## config.mk

```make
export PLATFORM = sky130hd
export DESIGN_NAME = somador_32_bits
export DESIGN_NICKNAME = d
export VERILOG_FILES = /design/src/rtl/somador_32_bits.sv
export SDC_FILE = /design/constraint.sdc
export NUM_CORES = 1
export LEC_CHECK = 0
export BUFFER_PORTS_ARGS = -buffer_cell sky130_fd_sc_hd__buf_4
export CAP_MARGIN = 15
export CELL_PAD_IN_SITES_DETAIL_PLACEMENT = 0
export CELL_PAD_IN_SITES_GLOBAL_PLACEMENT = 1
export CORE_ASPECT_RATIO = 0.7
export CORE_MARGIN = 10
export CORE_UTILIZATION = 28
export CTS_CLUSTER_SIZE = 40
export DETAILED_ROUTE_END_ITERATION = 8
export GPL_TIMING_DRIVEN = 0
export HOLD_SLACK_MARGIN = 0.08
export PLACE_DENSITY = 0.81
export SLEW_MARGIN = 20
export SYNTH_ARGS = -nofsm -noshare
export SYNTH_HDL_FRONTEND = slang
export SYNTH_SLANG_ARGS = --single-unit
```

## constraint.sdc

```tcl
create_clock -name clk -period 2.92 [get_ports clk]
set_input_delay 0.292 -clock clk [delete_from_list [all_inputs] [get_ports clk]]
set_output_delay 0.292 -clock clk [all_outputs]
set_load 0.05 [all_outputs]
```

## src/rtl/somador_32_bits.sv

```systemverilog
// somador_32_bits: 32-bit adder with carry-in, built from eight 4-bit
// carry-lookahead groups whose group carries ripple from one group to the next.
// Outputs are sum, carry-out, sign and signed overflow, plus a sticky
// overflow status bit.
// Optional macro PIPELINE_EN: registers S/Cout/Signal/Overflow, giving one
// cycle of latency. The sticky bit then accumulates the registered flag.
module somador_32_bits (
    input  logic        clk,
    input  logic        rst_n,
    input  logic [31:0] A,
    input  logic [31:0] B,
    input  logic        Cin,
    output logic [31:0] S,
    output logic        Cout,
    output logic        Signal,
    output logic        Overflow,
    input  logic        ovf_clr,
    output logic        ovf_sticky
);

    logic [31:0] w_g;
    logic [31:0] w_p;
    logic [32:0] w_c;
    logic [31:0] w_sum;
    logic        w_cout;
    logic        w_sign;
    logic        w_ovf;
    logic        w_ovf_out;
    logic        r_ovf_sticky;

    assign w_g    = A & B;
    assign w_p    = A ^ B;
    assign w_c[0] = Cin;

    // Inside each group, every carry is expanded in terms of the group's carry-in.
    // This keeps the lookahead depth fixed at one group.
    for (genvar gi = 0; gi < 8; gi++) begin : g_cla
        localparam int BASE = gi * 4;
        assign w_c[BASE+1] = w_g[BASE]
                           | (w_p[BASE] & w_c[BASE]);
        assign w_c[BASE+2] = w_g[BASE+1]
                           | (w_p[BASE+1] & w_g[BASE])
                           | (w_p[BASE+1] & w_p[BASE] & w_c[BASE]);
        assign w_c[BASE+3] = w_g[BASE+2]
                           | (w_p[BASE+2] & w_g[BASE+1])
                           | (w_p[BASE+2] & w_p[BASE+1] & w_g[BASE])
                           | (w_p[BASE+2] & w_p[BASE+1] & w_p[BASE] & w_c[BASE]);
        assign w_c[BASE+4] = w_g[BASE+3]
                           | (w_p[BASE+3] & w_g[BASE+2])
                           | (w_p[BASE+3] & w_p[BASE+2] & w_g[BASE+1])
                           | (w_p[BASE+3] & w_p[BASE+2] & w_p[BASE+1] & w_g[BASE])
                           | (w_p[BASE+3] & w_p[BASE+2] & w_p[BASE+1] & w_p[BASE] & w_c[BASE]);
    end

    assign w_sum  = w_p ^ w_c[31:0];
    assign w_cout = w_c[32];
    // The sign flag comes from the result itself, not from the operands.
    assign w_sign = w_sum[31];
    // Signed overflow: both operands have the same sign and the result's sign differs.
    assign w_ovf  = (A[31] == B[31]) && (w_sum[31] != A[31]);

`ifdef PIPELINE_EN
    logic [31:0] r_s;
    logic        r_cout;
    logic        r_sign;
    logic        r_ovf;

    // Output stage: registers the arithmetic results, one cycle of latency.
    always_ff @(posedge clk or negedge rst_n) begin
        if (!rst_n) begin
            r_s    <= 32'h0;
            r_cout <= 1'b0;
            r_sign <= 1'b0;
            r_ovf  <= 1'b0;
        end else begin
            r_s    <= w_sum;
            r_cout <= w_cout;
            r_sign <= w_sign;
            r_ovf  <= w_ovf;
        end
    end

    assign S         = r_s;
    assign Cout      = r_cout;
    assign Signal    = r_sign;
    assign w_ovf_out = r_ovf;
`else
    assign S         = w_sum;
    assign Cout      = w_cout;
    assign Signal    = w_sign;
    assign w_ovf_out = w_ovf;
`endif

    assign Overflow = w_ovf_out;

    // Sticky overflow status: clear wins over a same-cycle set.
    always_ff @(posedge clk or negedge rst_n) begin
        if (!rst_n) begin
            r_ovf_sticky <= 1'b0;
        end else if (ovf_clr) begin
            r_ovf_sticky <= 1'b0;
        end else begin
            r_ovf_sticky <= r_ovf_sticky | w_ovf_out;
        end
    end

    assign ovf_sticky = r_ovf_sticky;

endmodule

```

==> run_results.csv <==
group,metric,value,unit
power_and_ir_drop,clockPowerShare,0,
worst_setup_path,crit_type,"primary input to output port",
floorplanning,row_count,21,
power_and_ir_drop,p_sw,0.000661,W
floorplanning,fp.dieH,79.9,microns
worst_setup_path,critPathCaptureType,"output port",
sta,setup_viol,0,
routing,avgRoutedWirePerCell,15.4,microns
floorplanning,die-area,8440,sq um
power_and_ir_drop,p_seq_frac,0.016,
power_and_ir_drop,comb_power_share,0.984,
sta,timing.fmax,0.355,GHz
worst_setup_path,worst_setup_path_start_kind,"primary input",
routing,first_pass_iters,4,
synth,synth_xor_area_frac,0.146,
synth,synth_compound_gate_area_share,0.270,
global_route,grt_use_total,0.111,
floorplanning,ioPinCount,104,
worst_setup_path,worstReg2RegStart,"ovf_sticky",
worst_setup_path,crit_start,"A[21]",
routing,routed_wl,5450,microns
finish,largest_reg_flops,1,
synth,yosys_warnings,0,
finish,finish.net_count,396,
global_route,grt_first_pass_wirelength,8250,microns
global_route,antenna_found_initial,0,
synth,ys_seq_elements,1,
synth,synth_mux_area_frac,0,
worst_setup_path,cp-endpoint,"S[29]",
sta,maxSlewHeadroom,0.775,
sta,layout_setup_ws,0.105,ns
synth,syn_area_per_cell,8.21,sq um
sta,finalMaxSlewViolations,0,
routing,vias_per_cell,4.77,
placement,dpl.hpwl,4560,microns
sta,period_minus_slack,2.82,ns
sta,worst_pin_slew,0.334,ns
sta,hold_viol_final,0,
power_and_ir_drop,max-vdd-ir-drop,171,uV
synth,synth_fa_ha_area_frac,0.390,
worst_setup_path,r2r-end,"ovf_sticky",
synth,synth_top_family_by_area,"adder cells",
floorplanning,coreArea,4860,sq um
finish,insertedDiodeCount,0,
floorplanning,start_util,0.295,
routing,drtIter0Drc,39,
finish,design_area,2770,sq um
synth,synthesis.area,1440,sq um
placement,place.gp.congestion,0.759,
synth,yosys.area_share.simple,0.139,
finish,areaGrowthSynthToFinish,92.6,%
cts,clkTransAtPathRegs,0,ns
floorplanning,fp.dieW,106,microns
synth,synth_cell_types,36,
run,drv_cap,0,
global_route,grt_max_degree,7,
min_path,hold_class,"register to register",
routing,ant_nets,0,
power_and_ir_drop,p_per_area,389,nW/um^2
power_and_ir_drop,p_int,0.000415,W
worst_setup_path,crit_arrival,2.52,ns
synth,yosysSeqAreaShare,0.0174,
sta,fin_crit_sh,0.964,
synth,syn_inst,175,
worst_setup_path,rrSetupSlack,2.11,ns
routing,num_vias,1692,
sta,skew,0,ns
placement,io_buffer_count,103,
sta,whs,0.530,ns
cts,clock_latency,0,ns
global_route,grt.overflow.total,0,
placement,post-place-ws,-0.349,ns
finish,final_core_util,0.569,
power_and_ir_drop,swShare,0.614,
worst_setup_path,cp.required,2.63,ns
routing,drc,0,
worst_setup_path,ff2ff_path_depth,1,
status,outcome,"complete, no violations",
global_route,first_global_vias,1749,
placement,placed_area,2350,sq um
synth,syn-num-nets,283,
worst_setup_path,crit_path_max_fanout,4,
finish,drive_gt1_frac,0.556,
power_and_ir_drop,p_leak,1.27,nW
==> Yosys cell counts (all sizes together) <==
cell    count  share of area
a211oi      2          0.014
a31oi       4          0.028
nor4b       1          0.010
a221o       2          0.014
nor3        2         0.0070
a21boi      1         0.0052
o21ai       8          0.036
xor2       13          0.079
a211o       1         0.0061
ha         32           0.28
nor2       11          0.029
nand2      13          0.034
a22oi       1         0.0052
o211ai      1         0.0052
or3         1         0.0044
nand3       4          0.014
o21a        1         0.0052
xnor2      11          0.067
and4        1         0.0061
fa          8           0.11
nor4        1         0.0044
o21bai      4          0.021
buf         1         0.0052
nand4       5          0.022
a21oi      22          0.082
and3        1         0.0044
nand2b      1         0.0044
a41o        1         0.0070
a21o        8          0.042
inv        12          0.031
dfrtp       1          0.017
==> cell usage in the layout, fill, tap and decap left out, types with 4 or more instances in the layout <==
cell / instances
xor2_1: 7
nand2_1: 13
a21oi_1: 12
ha_1: 13
xor2_2: 5
nor2_1: 10
o21bai_1: 4
ha_4: 17
inv_1: 12
buf_4: 106
fa_1: 7
a21o_1: 8
xnor2_1: 11
a21oi_2: 9
nand4_1: 5
==> area by class of cell <==
cell class / count / area [sq um]
buffer: 1 / 7.51
sequential: 1 / 25.0
fill: 434 / 2090
inverter: 12 / 45.0
multi-input combinational: 161 / 1740
tap: 69 / 86.3
timing repair buffer: 111 / 862
==> worst max-delay path, cell delays in order <==
cell	delay [ns]
buf_4	0.12
ha_4	0.22
a21o_1	0.19
a21o_1	0.17
a21oi_2	0.17
nand2_1	0.07
a41o_1	0.23
nand4_1	0.08
nand2_1	0.08
a21o_1	0.20
fa_2	0.38
xor2_4	0.16
buf_6	0.15
==> how the worst min path moves through the flow <==
stage                     cells after the start          to       start
after detailed placement                      1  ovf_sticky       rst_n
after global routing                          1  ovf_sticky  ovf_sticky
final                                         1  ovf_sticky  ovf_sticky
after floorplan                               0  ovf_sticky       rst_n
after global placement                        1  ovf_sticky       rst_n
after CTS                                     1  ovf_sticky  ovf_sticky
==> power by group through the flow <==
stage	Sequential, W	Combinational [W]	Clock, W
6_report	0.0000174	0.00106	0
5_1_grt	0.0000178	0.00113	0
4_1_cts	0.0000172	0.00101	0
3_5_place_dp	0.0000172	0.000965	0
3_3_place_gp	0.0000170	0.000961	0
2_1_floorplan	0.0000242	0.000671	0
==> cell families (layout without fill, tap and decap cells) <==
| logic type | Yosys count | after routing |
|---|---|---|
| AOI/OAI and AO/OA | 56 | 56 |
| and+or+nand+nor | 41 | 41 |
| adders and majority gates | 40 | 40 |
| xor gates and xnor gates | 24 | 24 |
| buffers and inverters | 13 | 124 |
| DFF | 1 | 1 |
==> repair_timing <==
| item | 4_1_cts | 5_1_grt |
|---|---|---|
| endpoints found under the setup margin | 4 | 6 |
| buffers inserted | 3 | 5 |
| hold buffers | 1 | 0 |
| pin swaps | 13 | 18 |
| hold endpoints to repair | 1 | 0 |
| cloned | 0 | 0 |
| gates resized for setup | 23 | 30 |
==> stage by stage <==
stage	setup TNS, ns	total power [W]	cells
after CTS	0	0.00102	351
after global placement	-0.658	0.000978	347
final	0	0.00108	355
after global routing	-0.0122	0.00114	355
after floorplan	-0.00235	0.000695	175
after detailed placement	-0.729	0.000982	347
==> routing by layer <==
metal | vias to the layer above | GRT usage | wire length, microns
li1 | 861 | - | -
met1 | 779 | 0.151 | 2460
met2 | 52 | 0.184 | 2610
met3 | 0 | 0.0274 | 389
met4 | 0 | 0 | 0
met5 | - | 0 | 0
(Power assumes the default switching activity.)
